## config.mk

```make
export PLATFORM = sky130hd
export DESIGN_NAME = dma_bus_ctrl_flat
export DESIGN_NICKNAME = d
export VERILOG_FILES = /design/src/rtl/dma_bus_ctrl_if.sv /design/src/rtl/dma_bus_ctrl.sv /design/src/flat_wrapper.sv
export SDC_FILE = /design/constraint.sdc
export NUM_CORES = 1
export LEC_CHECK = 0
export ABC_AREA = 1
export CAP_MARGIN = 40
export CORE_MARGIN = 5
export CORE_UTILIZATION = 50
export CTS_CLUSTER_SIZE = 14
export DETAILED_ROUTE_END_ITERATION = 16
export DONT_BUFFER_PORTS = 1
export PLACE_DENSITY_LB_ADDON = 0.2
export SLEW_MARGIN = 10
export SYNTH_ARGS = -nofsm -noshare
export SYNTH_HDL_FRONTEND = slang
export SYNTH_SLANG_ARGS = --single-unit
```

## constraint.sdc

```tcl
create_clock -name clk -period 2.95 [get_ports clk]
set_clock_uncertainty 0.2 [all_clocks]
set_input_delay 0.885 -clock clk [delete_from_list [all_inputs] [get_ports clk]]
set_output_delay 0.885 -clock clk [all_outputs]
set_load 0.02 [all_outputs]
```

## src/rtl/dma_bus_ctrl_if.sv

```systemverilog
// Bus-side handshake bundle for dma_bus_ctrl.
// master: the controller. slave: the DMA engine / CPU side.
interface dma_bus_ctrl_if #(
  parameter int unsigned NUM_CH = 2,
  parameter int unsigned ADDR_W = 16,
  parameter int unsigned LEN_W  = 16
);
  localparam int unsigned CH_W = (NUM_CH > 1) ? $clog2(NUM_CH) : 1;

  logic              begin_dma;
  logic [ADDR_W-1:0] target_address;
  logic [LEN_W-1:0]  length;
  logic [CH_W-1:0]   dma_ch;
  logic              bg;
  logic              busy;
  logic              br;
  logic              dma_end;
  logic              cpu_busy;

  modport master (
    output begin_dma, target_address, length, dma_ch, bg, busy,
    input  br, dma_end, cpu_busy
  );

  modport slave (
    input  begin_dma, target_address, length, dma_ch, bg, busy,
    output br, dma_end, cpu_busy
  );
endinterface

```

## src/rtl/dma_bus_ctrl.sv

```systemverilog
// dma_bus_ctrl: per-channel IRQ latching, round-robin dispatch of a one-cycle
// begin_dma command, br/bg bus handoff against CPU activity, retirement on dma_end.
// Optional sticky completion flags (done_irq/irq_clr) when DMA_DONE_IRQ_EN is defined.
module dma_bus_ctrl #(
  parameter int unsigned       NUM_CH   = 2,
  parameter int unsigned       ADDR_W   = 16,
  parameter int unsigned       LEN_W    = 16,
  parameter logic [ADDR_W-1:0] DEF_ADDR = 16'h000b,
  parameter logic [LEN_W-1:0]  DEF_LEN  = 16'd12,
  localparam int unsigned      CH_W     = (NUM_CH > 1) ? $clog2(NUM_CH) : 1
) (
  input  logic              clk,
  input  logic              reset_n,
  input  logic              cfg_we,
  input  logic [CH_W-1:0]   cfg_ch,
  input  logic              cfg_sel,
  input  logic [ADDR_W-1:0] cfg_wdata,
  input  logic [NUM_CH-1:0] irq_in,
  output logic [NUM_CH-1:0] ch_pending,
`ifdef DMA_DONE_IRQ_EN
  output logic [NUM_CH-1:0] done_irq,
  input  logic [NUM_CH-1:0] irq_clr,
`endif
  dma_bus_ctrl_if.master    bus
);

  localparam logic [2:0] IDLE    = 3'd0;
  localparam logic [2:0] CMD     = 3'd1;
  localparam logic [2:0] WAIT_BR = 3'd2;
  localparam logic [2:0] GRANT   = 3'd3;
  localparam logic [2:0] DONE    = 3'd4;

  logic [2:0]        state;
  logic [CH_W-1:0]   rr;
  logic [NUM_CH-1:0] irq_prev;
  logic [NUM_CH-1:0] irq_edge;
  logic [NUM_CH-1:0] retire_mask;
  logic [ADDR_W-1:0] addr_reg [NUM_CH];
  logic [LEN_W-1:0]  len_reg  [NUM_CH];
  logic [LEN_W-1:0]  cfg_len;
  logic [ADDR_W-1:0] tgt_q;
  logic [LEN_W-1:0]  len_q;
  logic [CH_W-1:0]   ch_q;
  logic              bg_q;
  logic              pick_found;
  logic [CH_W-1:0]   pick_ch;

  function automatic logic [CH_W-1:0] next_ch(input logic [CH_W-1:0] c);
    if (32'(c) >= NUM_CH - 1) return '0;
    return c + 1'b1;
  endfunction

  assign irq_edge = irq_in & ~irq_prev;
  assign cfg_len  = LEN_W'(cfg_wdata);

  assign bus.begin_dma      = (state == CMD);
  assign bus.busy           = (state != IDLE);
  assign bus.bg             = bg_q;
  assign bus.target_address = tgt_q;
  assign bus.length         = len_q;
  assign bus.dma_ch         = ch_q;

  // Round-robin pick: first pending channel at or after rr, wrapping.
  always_comb begin
    pick_found = 1'b0;
    pick_ch    = '0;
    for (int unsigned i = 0; i < NUM_CH; i++) begin
      if (!pick_found && ch_pending[CH_W'((32'(rr) + i) % NUM_CH)]) begin
        pick_found = 1'b1;
        pick_ch    = CH_W'((32'(rr) + i) % NUM_CH);
      end
    end
  end

  // Channel retired this cycle: zero-length dispatch in IDLE, or normal completion in DONE.
  always_comb begin
    retire_mask = '0;
    if (state == IDLE && pick_found && len_reg[pick_ch] == '0)
      retire_mask[pick_ch] = 1'b1;
    else if (state == DONE)
      retire_mask[ch_q] = 1'b1;
  end

  // Config registers, pending/done flags and the dispatch/bus-handoff FSM.
  always_ff @(posedge clk) begin
    if (!reset_n) begin
      state      <= IDLE;
      rr         <= '0;
      irq_prev   <= '0;
      ch_pending <= '0;
      tgt_q      <= '0;
      len_q      <= '0;
      ch_q       <= '0;
      bg_q       <= 1'b0;
      for (int unsigned i = 0; i < NUM_CH; i++) begin
        addr_reg[i] <= DEF_ADDR;
        len_reg[i]  <= DEF_LEN;
      end
`ifdef DMA_DONE_IRQ_EN
      done_irq   <= '0;
`endif
    end else begin
      irq_prev <= irq_in;

      if (cfg_we && (32'(cfg_ch) < NUM_CH)) begin
        if (cfg_sel) len_reg[cfg_ch]  <= cfg_len;
        else         addr_reg[cfg_ch] <= cfg_wdata;
      end

      // A fresh edge on the channel being retired re-arms it (set wins).
      ch_pending <= (ch_pending & ~retire_mask) | irq_edge;
`ifdef DMA_DONE_IRQ_EN
      done_irq   <= (done_irq & ~irq_clr) | retire_mask;
`endif

      case (state)
        IDLE: begin
          if (pick_found) begin
            ch_q  <= pick_ch;
            tgt_q <= addr_reg[pick_ch];
            len_q <= len_reg[pick_ch];
            if (len_reg[pick_ch] != '0) state <= CMD;
            else                        rr    <= next_ch(pick_ch);
          end
        end
        CMD: state <= WAIT_BR;
        WAIT_BR: begin
          if (bus.dma_end) begin
            state <= DONE;
          end else if (bus.br && !bus.cpu_busy) begin
            bg_q  <= 1'b1;
            state <= GRANT;
          end
        end
        GRANT: begin
          if (bus.dma_end) begin
            bg_q  <= 1'b0;
            state <= DONE;
          end else if (!bus.br) begin
            bg_q  <= 1'b0;
            state <= WAIT_BR;
          end
        end
        DONE: begin
          bg_q  <= 1'b0;
          rr    <= next_ch(ch_q);
          state <= IDLE;
        end
        default: begin
          bg_q  <= 1'b0;
          state <= IDLE;
        end
      endcase
    end
  end

endmodule

```

## src/flat_wrapper.sv

```systemverilog
// flat-port wrapper written by rule: the top's interface ports become plain ports
module dma_bus_ctrl_flat 
#(
  parameter int unsigned       NUM_CH   = 2,
  parameter int unsigned       ADDR_W   = 16,
  parameter int unsigned       LEN_W    = 16,
  parameter logic [ADDR_W-1:0] DEF_ADDR = 16'h000b,
  parameter logic [LEN_W-1:0]  DEF_LEN  = 16'd12,
  localparam int unsigned      CH_W     = (NUM_CH > 1) ? $clog2(NUM_CH) : 1
)
  (clk, reset_n, cfg_we, cfg_ch, cfg_sel, cfg_wdata, irq_in, ch_pending, bus_begin_dma, bus_target_address, bus_length, bus_dma_ch, bus_bg, bus_busy, bus_br, bus_dma_end, bus_cpu_busy);
  dma_bus_ctrl_if #(.NUM_CH(NUM_CH), .ADDR_W(ADDR_W), .LEN_W(LEN_W)) bus_i ();
  input  logic clk;
  input  logic reset_n;
  input  logic cfg_we;
  input  logic [CH_W-1:0] cfg_ch;
  input  logic cfg_sel;
  input  logic [ADDR_W-1:0] cfg_wdata;
  input  logic [NUM_CH-1:0] irq_in;
  output logic [NUM_CH-1:0] ch_pending;
  output wire logic [$bits(bus_i.begin_dma)-1:0] bus_begin_dma;
  output wire logic [$bits(bus_i.target_address)-1:0] bus_target_address;
  output wire logic [$bits(bus_i.length)-1:0] bus_length;
  output wire logic [$bits(bus_i.dma_ch)-1:0] bus_dma_ch;
  output wire logic [$bits(bus_i.bg)-1:0] bus_bg;
  output wire logic [$bits(bus_i.busy)-1:0] bus_busy;
  input wire logic [$bits(bus_i.br)-1:0] bus_br;
  input wire logic [$bits(bus_i.dma_end)-1:0] bus_dma_end;
  input wire logic [$bits(bus_i.cpu_busy)-1:0] bus_cpu_busy;
  assign bus_begin_dma = bus_i.begin_dma;
  assign bus_target_address = bus_i.target_address;
  assign bus_length = bus_i.length;
  assign bus_dma_ch = bus_i.dma_ch;
  assign bus_bg = bus_i.bg;
  assign bus_busy = bus_i.busy;
  assign bus_i.br = bus_br;
  assign bus_i.dma_end = bus_dma_end;
  assign bus_i.cpu_busy = bus_cpu_busy;
  dma_bus_ctrl #(.NUM_CH(NUM_CH), .ADDR_W(ADDR_W), .LEN_W(LEN_W), .DEF_ADDR(DEF_ADDR), .DEF_LEN(DEF_LEN)) u_core (.clk(clk), .reset_n(reset_n), .cfg_we(cfg_we), .cfg_ch(cfg_ch), .cfg_sel(cfg_sel), .cfg_wdata(cfg_wdata), .irq_in(irq_in), .ch_pending(ch_pending), .bus(bus_i));
endmodule
```

# Word level (Yosys, flattened, before mapping)
# Memory sizes are Yosys's and may differ from the RTL's. A register that Yosys moved wholly into a read port is not among the register bits.
# Cells that the tools add are included.
[op_classes]
bitwise_logic = 6
n_lt_le_gt_ge = 8
reduce_logical = 21
n_addsub = 3
n_mux = 56
eq_ne = 11
[ops]
columns = ["cell", "n"]
rows = [
  ["2-to-1 mux 1 bit", 41],
  ["2-to-1 mux 16 bit", 2],
  ["OR reduction 16 bit", 2],
  ["2-to-1 mux 3 bit", 6],
  ["logical NOT 16 bit", 1],
  ["nonzero test 16 bit", 1],
  ["case mux 3 bit (4 select lines)", 1],
  ["< comparator 1 x 2 -> 1 bit, second input constant", 4],
  ["AND reduction 4 bit", 2],
  ["equality test 3 x 2 -> 1 bit, second input constant", 2],
  ["logical AND 1 bit", 6],
  ["!= test 2 bit, second input constant", 3],
  ["bitwise AND 2 bit", 2],
  ["greater-or-equal comparator 1 bit, second input constant", 4],
  ["2-to-1 mux 2 bit", 2],
  ["!= test 2 x 1 -> 1 bit, second input constant", 2],
  ["inverter 2 bit", 2],
  ["adder 1 bit, second input constant", 3],
  ["equality test 3 x 1 -> 1 bit, second input constant", 1],
  ["equality test 3 bit, second input constant", 1],
  ["logical NOT 1 bit", 3],
  ["logical NOT 3 bit", 1],
  ["!= test 3 x 2 -> 1 bit, second input constant", 1],
  ["!= test 3 bit, second input constant", 1],
  ["10 further kinds", 11],
]
[totals]
memories = 2
wordCells = 114
mem_bits_rw = 64
regBits = 26
in_bits = 26
[mem_list]
columns = ["name", "words", "width", "read_ports", "rd_clocked_by_memory_dff", "wr", "line_no", "rtl"]
rows = [
  ["u_core.addr_reg", 2, 16, 1, 1, 2, "dma_bus_ctrl.sv:38", "logic [ADDR_W-1:0] addr_reg [NUM_CH];"],
  ["u_core.len_reg", 2, 16, 1, 0, 2, "dma_bus_ctrl.sv:39", "logic [LEN_W-1:0] len_reg [NUM_CH];"],
]

# Logic depth before layout (Yosys ltp)
# Gate-level depths: netlist (run 1).
[depth]
word_depth = 16
mapped_depth = 15
depth_no_buf = 14

# Worst setup path after synthesis (run 1)
# Ideal clock, no wire load.
[synth_path]
path_type = "input port to flip-flop"
start = "input reset_n"
end = "memory u_core.addr_reg[0][0], enable pin"
arrival_ns = 2.069
setup_slack_ns = 0.309
cell_stages = 8
path_buffers = 2
setup_time_ns = 0.372
path_cell_list = "buf_2 nand2_1 nor2_1 inv_1 nor2_1 inv_1 clkbuf_1 nand2_1"
[synth_rtl]
columns = ["item", "line_no", "rtl"]
rows = [
  ["from (decl)", "flat_wrapper.sv:14", "input logic reset_n;"],
  ["to (decl)", "dma_bus_ctrl.sv:38", ""],
]

# Final worst setup path (run 1)
[layout_path]
start = "register u_core.ch_pending[0]"
end = "register u_core.rr"
[layout_between]
elab_chain_len = 16
[layout_lines]
columns = ["item", "line_no", "rtl"]
rows = [
  ["from (decl)", "dma_bus_ctrl.sv:19", "output logic [NUM_CH-1:0] ch_pending,"],
  ["from (signal assigned)", "dma_bus_ctrl.sv:111", "ch_pending <= (ch_pending & ~retire_mask) | irq_edge;"],
  ["2-to-1 mux 1 bit (not written as such) (2 in series)", "dma_bus_ctrl.sv:68", "if (!pick_found && ch_pending[CH_W'((32'(rr) + i) % NUM_CH)]) begin"],
  ["2-to-1 mux 1 bit", "dma_bus_ctrl.sv:68", ""],
  ["logical NOT 1 bit", "dma_bus_ctrl.sv:68", ""],
  ["logical AND 1 bit", "dma_bus_ctrl.sv:68", ""],
  ["2-to-1 mux 1 bit", "dma_bus_ctrl.sv:68", ""],
  ["greater-or-equal comparator 1 bit", "dma_bus_ctrl.sv:49", "if (32'(c) >= NUM_CH - 1) return '0;"],
  ["2-to-1 mux 1 bit", "dma_bus_ctrl.sv:49", ""],
  ["2-to-1 mux 1 bit", "dma_bus_ctrl.sv:122", "if (len_reg[pick_ch] != '0) state <= CMD;"],
  ["2-to-1 mux 1 bit", "dma_bus_ctrl.sv:118", "if (pick_found) begin"],
  ["2-to-1 mux 1 bit", "dma_bus_ctrl.sv:116", "case (state)"],
  ["2-to-1 mux 1 bit", "dma_bus_ctrl.sv:86", "if (!reset_n) begin"],
  ["2-to-1 mux 1 bit", "dma_bus_ctrl.sv:50", "return c + 1'b1;"],
  ["2-to-1 mux 1 bit", "dma_bus_ctrl.sv:122", ""],
  ["2-to-1 mux 1 bit", "dma_bus_ctrl.sv:118", ""],
  ["case mux 1 bit (2 select lines)", "dma_bus_ctrl.sv:116", ""],
  ["to (signal assigned)", "dma_bus_ctrl.sv:123", "else rr <= next_ch(pick_ch);"],
  ["to (signal assigned)", "dma_bus_ctrl.sv:146", "rr <= next_ch(ch_q);"],
  ["to (decl)", "dma_bus_ctrl.sv:34", "logic [CH_W-1:0] rr;"],
]
# Parallel ways exist; a longest one is shown, timed or not. The select of a mux whose other input is x is not followed.
# A chain may end at the register's enable or synchronous reset.

==> impl_metrics.toml, run 1 <==
[run_status]
status = "completed"

[worst_setup_path]
rr_endpoint = "u_core.rr$_SDFFE_PN0P_"
worstPathCellList = "nand2_4, nand2_4, clkinv_1, nand3_1, nand3_1, nor2_1"
critPathBufInv = 1
cp-end-kind = "flip-flop"
cp.depth = 6
arrival_ns = 2.58
reg2reg_setup_slack_ns = 0.47
required_ns = 3.05
rr_startpoint = "u_core.ch_pending[0]$_SDFF_PN0_"
path_delay_family = "simple AND/OR/NAND/NOR gates"
path_class = "reg2reg"
r2r_cells = 6
crit_fanout = 41
crit_slowest_cell = "clkinv_1"
slowest_delay_ns = 0.59
cp-start-kind = "flip-flop"

[min_path]
holdPathEnd = "u_core.ch_pending[0]$_SDFF_PN0_"
hold_start = "u_core.irq_prev[0]$_SDFF_PN0_"
hp-class = "reg2reg"
whs_path_depth = 2

[synthesis]
synth_area_leaders = "edfxtp_1 42%, dfxtp_1 18%, nand2_1 10%"
synth_top_area_cell = "edfxtp_1"
synthXorXnorAreaFrac_pct = 0
synth_top_family_by_area = "simple AND/OR/NAND/NOR gates"
ys_ff_latch = 106
ys_types = 21
synth_fa_ha_area_share_pct = 0
netlist_area_mm2 = 0.00455
synth-compound-area-share_pct = 8.33
yosysWarnings = 0
syn-num-nets = 538
synth-seq-area-share_pct = 60.7
postSynthAreaPerCell_um2 = 8.89
synthMuxAreaShare_pct = 0
synth-simple-area-share_pct = 22.9
synthCells = 512
synth.top_cell.area_share_pct = 42.2

[floorplan]
start_util_pct = 51.7
fp.dieArea_mm2 = 0.0111
core_mm2 = 0.00881
fp.dieW_um = 105
io-pin-count = 64
placementRows = 34
die_h_um = 105

[cells_and_area]
nNetsFinal = 533
drive_gt1_share_pct = 7.03
finalInstanceArea_mm2 = 0.00482
synthToLayoutAreaGrowth_pct = 5.86
fillerInstances = 798
layout_commonest_cell = "nand2_1"
final_cell_mix = "124 x nand2_1, 77 x nor2_1, 64 x edfxtp_1, 58 x inv_1, 42 x dfxtp_1"
diodes = 0

[detailed_routing]
route.detailed.drc = 0
wl_mm = 9.82
dr.pass1.iters = 4
num_vias = 3241
drtAntennaViolNets = 0
wl_per_cell_um = 15.8
first_iter_violations = 205
vias_per_cell = 5.23

[cts]
clock_sinks = 106
cts_tree = "yes"
cts-root-buf = "clkbuf_8"
postCtsSetupBuffers = 0
cts_buffer_depth = 2
clk_pin_slew_worst_paths_ns = 0.10
clock_latency_ns = 0.36
holdBufCountCts = 0
cts_buffers = 9
post_cts_resize_count = 0
htreeDepth = 3

[power_and_ir_drop]
p_total_uw = 3440
leakage_uw = 0.00206
ir_drop_uv = 374
power.density_mw_per_mm2 = 715

[placed_design]
gp_congestion = 0.788
dp_hpwl_mm = 7.05
port_buffers = 0
pre_cts_slack_ns = 0.461
placed_cell_area_mm2 = 0.00463

[global_routing]
grt_max_degree = 46
grt_pass1_wl_mm = 16.2
grtUsageTotal_pct = 18.4
grt_antenna_before_repair = 0
grt-ovfl-total = 0
grt_pass1_vias = 3097

[sta]
max-slew-margin-rel_pct = 62.4
timing.fmax_mhz = 403
setup_tns_ns = 0
grt_setup_unrepaired = "false"
period_needed_ns = 2.48
slew_viol_final = 0
period_share_pct = 84.0
setup_ws_ns = 0.471
worst_slew_pin_slew_ns = 0.561
setup_viol = 0
hold_slack_ns = 0.292
finalHoldViolations = 0

[job]
cap_violations = 0
-- per-layer routing --
| metal | routed length, µm | GRT usage (%) | vias to the layer above |
|---|---|---|---|
| li1 | - | - | 1641 |
| met1 | 4480 | 25.3 | 1505 |
| met2 | 4650 | 29.1 | 89 |
| met3 | 604 | 4.46 | 6 |
| met4 | 79 | 5.06 | 0 |
| met5 | 0 | 0 | - |
-- worst min-delay path, stage by stage (launching register included) --
cell and delay [ns]:
dfxtp_1 0.31, or2_2 0.10, nand2_1 0.04
-- cells by family after synthesis --
kind of cell / after synthesis
AND/OR/NAND/NOR: 247
flip-flops: 106
buffers and inverters: 88
AO/OA/AOI/OAI: 71
-- per-stage QoR --
stage / std cells / utilization [%]
after global routing: 620 / 54.7
after detailed placement: 604 / 52.6
after CTS: 620 / 54.7
after global placement: 604 / 52.6
final: 620 / 54.7
after floorplan: 512 / -
-- worst max-delay path by stage --
stage | from | to
6_report | u_core.ch_pending[0]$_SDFF_PN0_ | u_core.rr$_SDFFE_PN0P_
5_1_grt | u_core.ch_pending[0]$_SDFF_PN0_ | u_core.rr$_SDFFE_PN0P_
4_1_cts | u_core.ch_pending[0]$_SDFF_PN0_ | u_core.rr$_SDFFE_PN0P_
3_5_place_dp | u_core.ch_pending[0]$_SDFF_PN0_ | u_core.rr$_SDFFE_PN0P_
3_3_place_gp | u_core.ch_pending[0]$_SDFF_PN0_ | u_core.rr$_SDFFE_PN0P_
2_1_floorplan | reset_n | u_core.addr_reg[0][0]$_SDFFCE_PN1P_
-- area by class of cell --
class / count / area, µm² / share of cell area [%]
clock buffers: 10 / 128 / 2.65
clock inverters: 6 / 56.3 / 1.17
inverters: 62 / 233 / 4.83
multi-input cells: 318 / 1430 / 29.6
flip-flops and latches: 106 / 2760 / 57.4
well taps: 108 / 135 / 2.81
repair buffers: 10 / 75.1 / 1.56
-- synthesized netlist by cell type --
| library cell | number |
|---|---|
| a21oi_1 | 19 |
| a221oi_1 | 1 |
| a31oi_1 | 16 |
| buf_2 | 13 |
| buf_4 | 3 |
| buf_6 | 1 |
| clkbuf_1 | 9 |
| clkinv_1 | 1 |
| dfxtp_1 | 42 |
| edfxtp_1 | 64 |
| inv_1 | 58 |
| inv_2 | 3 |
| nand2_1 | 124 |
| nand2_4 | 2 |
| nand3_1 | 22 |
| nand3b_1 | 15 |
| nor2_1 | 77 |
| nor2_2 | 3 |
| nor3_1 | 1 |
| o21ai_0 | 35 |
| or2_2 | 3 |
-- power breakdown --
group	switching, µW	internal, µW
clock network	518	329
logic	387	169
registers	272	1770
Note: power is estimated with default switching activity, not from simulation.
==> run 2: changes to the inputs <==
- ABC_AREA: 1 -> 0
- clock period: 2.95 -> 2.4 ns (I/O delays scaled with it)
==> run 2 against run 1 <==
- routed wire length fell by 9.8%
- critical path depth fell by 4
- sequential share of layout area fell by 0.97 points
==> impl_metrics.toml, run 2 <==
[global_routing]
grt_max_degree = 44
grt-ovfl-total = 0
grtUsageTotal_pct = 16.4
grt_pass1_wl_mm = 14.2
grt_antenna_before_repair = 0
grt_pass1_vias = 2598

[synthesis]
yosysMostFrequentCell = "edfxtp_1"
synth.top_cell.area_share_pct = 42.7
async_flop_share_pct = 0
synth_fa_ha_area_share_pct = 0
ys.flop_type = "edfxtp_1"
ys_ff_latch = 106
syn-num-nets = 381
synth_area_leaders = "edfxtp_1 43%, dfxtp_1 19%, and2_1 7.8%"
synth-compound-area-share_pct = 10.0
yosys-top-cells-count = "64 x edfxtp_1, 56 x and2_1, 42 x dfxtp_1, 42 x nor2_1, 32 x mux2i_1"
postSynthAreaPerCell_um2 = 12.7
ys_types = 39
synth-seq-area-share_pct = 61.4
synthMuxAreaShare_pct = 7.12
synth-simple-area-share_pct = 18.7
synth_top_family_by_area = "simple AND/OR/NAND/NOR gates"
netlist_area_mm2 = 0.00450
synth_top_area_cell = "edfxtp_1"
yosysWarnings = 0
synthCells = 355
synth-edff-count = 64
synthXorXnorAreaFrac_pct = 0

[cts]
clk_pin_slew_worst_paths_ns = 0.09
clock_sinks = 106
cts_buffer_depth = 2
htreeDepth = 3
holdBufCountCts = 0
cts-root-buf = "clkbuf_8"
post_cts_resize_count = 0
cts_buffers = 9
cts_tree = "yes"
clock_latency_ns = 0.35
postCtsSetupBuffers = 0

[cells_and_area]
layout_commonest_cell = "edfxtp_1"
nNetsFinal = 390
diodes = 0
fin_cells = 476
synthToLayoutAreaGrowth_pct = 8.87
drive_gt1_share_pct = 16.6
final_cell_mix = "64 x edfxtp_1, 56 x and2_1, 42 x dfxtp_1, 41 x nor2_1, 32 x mux2i_1"
fillerInstances = 749

[floorplan]
core_mm2 = 0.00876
placementRows = 34
fp.dieArea_mm2 = 0.0110
io-pin-count = 64
die_h_um = 105
start_util_pct = 51.3
fp.dieW_um = 105

[worst_setup_path]
required_ns = 1.48
rr_startpoint = "u_core.state[2]$_SDFFE_PN0P_"
crit_fanout = 7
rr_endpoint = "u_core.ch_pending[0]$_SDFF_PN0_"
reg2reg_setup_slack_ns = 0.46
cp-end-kind = "output port"
r2r_cells = 7
cp-start-kind = "flip-flop"
path_class = "reg2out"
arrival_ns = 1.24

[sta]
finalHoldViolations = 0
max-slew-margin-rel_pct = 71.4
worst_slew_pin_slew_ns = 0.427
setup_tns_ns = 0
setup_viol = 0
period_share_pct = 89.9
slew_viol_final = 0
period_needed_ns = 2.16
grt_setup_unrepaired = "false"
timing.fmax_mhz = 463

[detailed_routing]
route.detailed.drc = 0
first_iter_violations = 82
num_vias = 2625
wl_mm = 8.85
drtAntennaViolNets = 0
dr.pass1.iters = 4
vias_per_cell = 5.51
wl_per_cell_um = 18.6

[placed_design]
gp_congestion = 0.802
port_buffers = 0
dp_hpwl_mm = 6.12
placed_cells = 461

[power_and_ir_drop]
power.density_mw_per_mm2 = 845
clockPowerShare_pct = 27.8
leakage_uw = 0.00184
ir_drop_uv = 353
p_sw_share_pct = 28.7
p_comb_share_pct = 14.3
p_switching_uw = 1190
internal_power_uw = 2950
seq_power_share_pct = 57.9

[job]
cap_violations = 0

[min_path]
hp-class = "in2reg"
holdPathEnd = "u_core.irq_prev[0]$_SDFF_PN0_"
whs_path_depth = 1
hold_start = "irq_in[0]"

[run_status]
status = "completed"
[run 2: changes by cell type after synthesis, sizes merged, moves of 13 or more]
cell,previous run,this run
nand3,22,4
nand2,126,6
a31oi,16,2
and2,0,56
nor2,80,42
a21oi,19,6
o21ai,35,3
mux2i,0,32
inv,61,4
nand2b,0,17
nand3b,15,0
a211oi,0,34
[run 2: power by group through the flow]
stage / clock network [µW] / registers (µW) / logic [µW]
after floorplan: 0 / 2400 / 490
after global placement: 0 / 2440 / 590
after detailed placement: 0 / 2450 / 599
after CTS: 1170 / 2400 / 602
after global routing: 1250 / 2420 / 654
final: 1150 / 2400 / 593
[run 2: how the worst max path moves through the flow]
stage	from	end	cells after the start
global route	u_core.state[0]$_SDFFE_PN0P_	bus_begin_dma	2
floorplan	cfg_we	u_core.addr_reg[1][0]$_SDFFCE_PN1P_	3
detailed placement	cfg_we	u_core.addr_reg[1][11]$_SDFFCE_PN0P_	4
CTS	u_core.state[0]$_SDFFE_PN0P_	bus_begin_dma	2
finish	u_core.state[0]$_SDFFE_PN0P_	bus_begin_dma	2
global placement	cfg_we	u_core.addr_reg[1][9]$_SDFFCE_PN0P_	4
[run 2: worst max-delay path, stage by stage (launching register included)]
cell and delay [ns]:
dfxtp_1 0.48, nor3b_1 0.23, buf_4 0.17
[run 2: cells by family (layout without fill, tap and decap cells)]
| group | after synthesis | after routing |
|---|---|---|
| buffers and inverters | 24 | 37 |
| AO/OA/AOI/OAI | 48 | 48 |
| AND/OR/NAND/NOR | 145 | 145 |
| flip-flops | 106 | 106 |
| multiplexers | 32 | 32 |
[run 2: per-layer routing]
layer  routed length, µm  up-vias  part of all wire, %  GRT usage [%]
li1                    -     1290                    -              -
met1                3900     1272                   44           21.1
met2                4400       55                   50           27.1
met3                 446        8                  5.0           3.76
met4                 103        0                  1.2           5.75
met5                   0        -                    0              0
[run 2: final cells by class]
type	instances	area (µm²)	share of cell area, %
flip-flops and latches	106	2760	56.4
well taps	108	135	2.76
clock buffers	10	128	2.61
multi-input cells	225	1620	33.1
repair buffers	17	153	3.12
inverters	5	18.8	0.383
clock inverters	5	80.1	1.63
[run 2: per-stage QoR]
step | util [%] | power [µW] | cell area [µm²] | hold WS, ns | setup WS, ns
after CTS | 55.9 | 4180 | 4900 | 0.261 | 0.217
after floorplan | - | 2890 | 4500 | 0.267 | 0.182
final | 55.9 | 4140 | 4900 | 0.281 | 0.242
after global routing | 55.9 | 4330 | 4900 | 0.262 | 0.137
after global placement | 53.5 | 3030 | 4690 | 0.310 | 0.479
after detailed placement | 53.5 | 3040 | 4690 | 0.308 | 0.455
==> run 3: changes to the inputs <==
--- a/config.mk
+++ b/config.mk
@@ -13,4 +13,5 @@
 export DETAILED_ROUTE_END_ITERATION = 16
 export DONT_BUFFER_PORTS = 1
+export GPL_TIMING_DRIVEN = 0
 export PLACE_DENSITY_LB_ADDON = 0.2
 export SLEW_MARGIN = 10
==> constraint.sdc (replaced) <==
create_clock -name clk -period 2.4 [get_ports clk]
set_clock_uncertainty 0.2 [all_clocks]
set_input_delay 0.12 -clock clk [delete_from_list [all_inputs] [get_ports clk]]
set_output_delay 0.12 -clock clk [all_outputs]
set_load 0.02 [all_outputs]
==> run 3 against run 2 <==
- combinational power rose by 12%
- routed wire length grew 10%
- count of clock-buffer cells in the layout stayed put
- largest cell class unchanged
==> impl_metrics.toml, run 3 (same netlist as run 2, synthesis figures left out) <==
[detailed_routing]
dr.pass1.iters = 4
drtAntennaViolNets = 0
wl_mm = 9.76
first_iter_violations = 140
vias_per_cell = 5.50
wl_per_cell_um = 19.0
route.detailed.drc = 0
num_vias = 2819

[floorplan]
placementRows = 34
fp.dieArea_mm2 = 0.0110
start_util_pct = 51.3
core_mm2 = 0.00876
io-pin-count = 64
die_h_um = 105
fp.dieW_um = 105

[cts]
clock_latency_ns = 0.37
post_cts_resize_count = 0
clk_pin_slew_worst_paths_ns = 0.11
cts_tree = "yes"
cts_buffer_depth = 2
cts-root-buf = "clkbuf_8"
clock_sinks = 106
htreeDepth = 3
cts_buffers = 9
postCtsSetupBuffers = 0

[cells_and_area]
seq_area_mm2 = 0.00276
fillerInstances = 736
final_cell_mix = "64 x edfxtp_1, 56 x and2_1, 42 x nor2_1, 42 x dfxtp_1"
nNetsFinal = 426
drive_gt1_share_pct = 14.1
multi_input_area_mm2 = 0.00161
synthToLayoutAreaGrowth_pct = 14.7
layout_commonest_cell = "edfxtp_1"
diodes = 0

[worst_setup_path]
rr_endpoint = "u_core.bus.length[9]$_SDFFE_PN0P_"
reg2reg_setup_slack_ns = 0.39
rr_startpoint = "u_core.ch_pending[1]$_SDFF_PN0_"
critical_path.most_common_cell = "dlygate4sd3_1"
r2r_cells = 6
cp-start-kind = "input port"
worstPathCellList = "dlygate4sd3_1, nand2_1, nor3b_2, dlygate4sd3_1, nand2b_1"
cp-end-kind = "flip-flop"
slowest_delay_ns = 0.74
path_class = "in2reg"
crit_fanout = 6
crit_slowest_cell = "dlygate4sd3_1"
required_ns = 2.32
arrival_ns = 2.27

[job]
cap_violations = 0

[sta]
max-slew-margin-rel_pct = 45.1
timing.fmax_mhz = 424
setup_ws_ns = 0.0438
setup_tns_ns = 0
worst_slew_pin_slew_ns = 0.824
period_needed_ns = 2.36
finalHoldViolations = 0
period_share_pct = 98.2
grt_setup_unrepaired = "true"
slew_viol_final = 0
setup_viol = 0

[global_routing]
grt_max_degree = 19
grt_pass1_wl_mm = 15.7
grtUsageTotal_pct = 18.2
grt_pass1_vias = 2906
grt-ovfl-total = 0
grt_antenna_before_repair = 0

[min_path]
holdPathEnd = "u_core.addr_reg[1][4]$_SDFFCE_PN0P_"
whs_path_depth = 2
hp-class = "in2reg"
hold_start = "cfg_ch"

[placed_design]
port_buffers = 0
gp_congestion = 0.789
dp_hpwl_mm = 6.72
pre_cts_slack_ns = 0.372

[power_and_ir_drop]
leakage_uw = 0.00195
power.density_mw_per_mm2 = 794
ir_drop_uv = 339

[run_status]
status = "completed"
[run 3: cell type report]
class                      instances  area share [%]
clock buffer                      10            2.47
sequential                       106            53.5
inverter                           5           0.364
multi-input combinational        225            31.3
buffer                            19            2.01
timing repair buffer              34            6.79
tap                              108            2.62
clock inverter                     6           0.945
[run 3: worst max path at each step]
stage,start,to,slack [ns],cells past startpoint
after global placement,cfg_we,u_core.addr_reg[1][9]$_SDFFCE_PN0P_,0.25,3
after CTS,reset_n,u_core.addr_reg[1][0]$_SDFFCE_PN1P_,0.05,5
after detailed placement,cfg_we,u_core.len_reg[0][12]$_SDFFCE_PN0P_,0.37,3
after floorplan,u_core.len_reg[0][2]$_SDFFCE_PN1P_,u_core.ch_pending[0]$_SDFF_PN0_,0.62,5
final,reset_n,u_core.addr_reg[1][0]$_SDFFCE_PN1P_,0.04,5
after global routing,reset_n,u_core.addr_reg[1][0]$_SDFFCE_PN1P_,-0.05,5
[run 3: routing by layer]
layer / up-vias / GRT usage [%] / wire length (µm)
li1: 1370 / - / -
met1: 1372 / 22.6 / 4190
met2: 69 / 30.9 / 4830
met3: 8 / 5.55 / 636
met4: 0 / 5.21 / 98
met5: - / 0 / 0
[run 3: worst max-delay path, delay by kind of cell]
kind                   cells  cell delay, ns
buffers and inverters      2            1.42
and+or+nand+nor            3            0.72
[run 3: metrics by stage]
step	area [µm²]	std cells	hold slack, ns	utilization [%]	power, µW
after detailed placement	4660	465	0.0481	53.2	3060
final	5160	513	0.0525	58.9	4100
after global routing	5160	513	0.0505	58.9	4280
after CTS	5160	513	0.0441	58.9	4120
after global placement	4630	463	0.0434	52.9	3040
after floorplan	4500	355	0.0417	-	2890
[run 3: what timing repair did]
| item | CTS | global route |
|---|---|---|
| hold buffers | 32 | 0 |
| endpoints found under the setup margin | 0 | 19 |
| endpoints found under the hold margin | 82 | 0 |
[run 3: power breakdown]
| part | internal, µW | total (µW) | switching (µW) |
|---|---|---|---|
| sequential | 2130 | 2400 | 271 |
| combinational | 275 | 667 | 392 |
| clock | 392 | 1030 | 635 |
| total | 2800 | 4100 | 1300 |
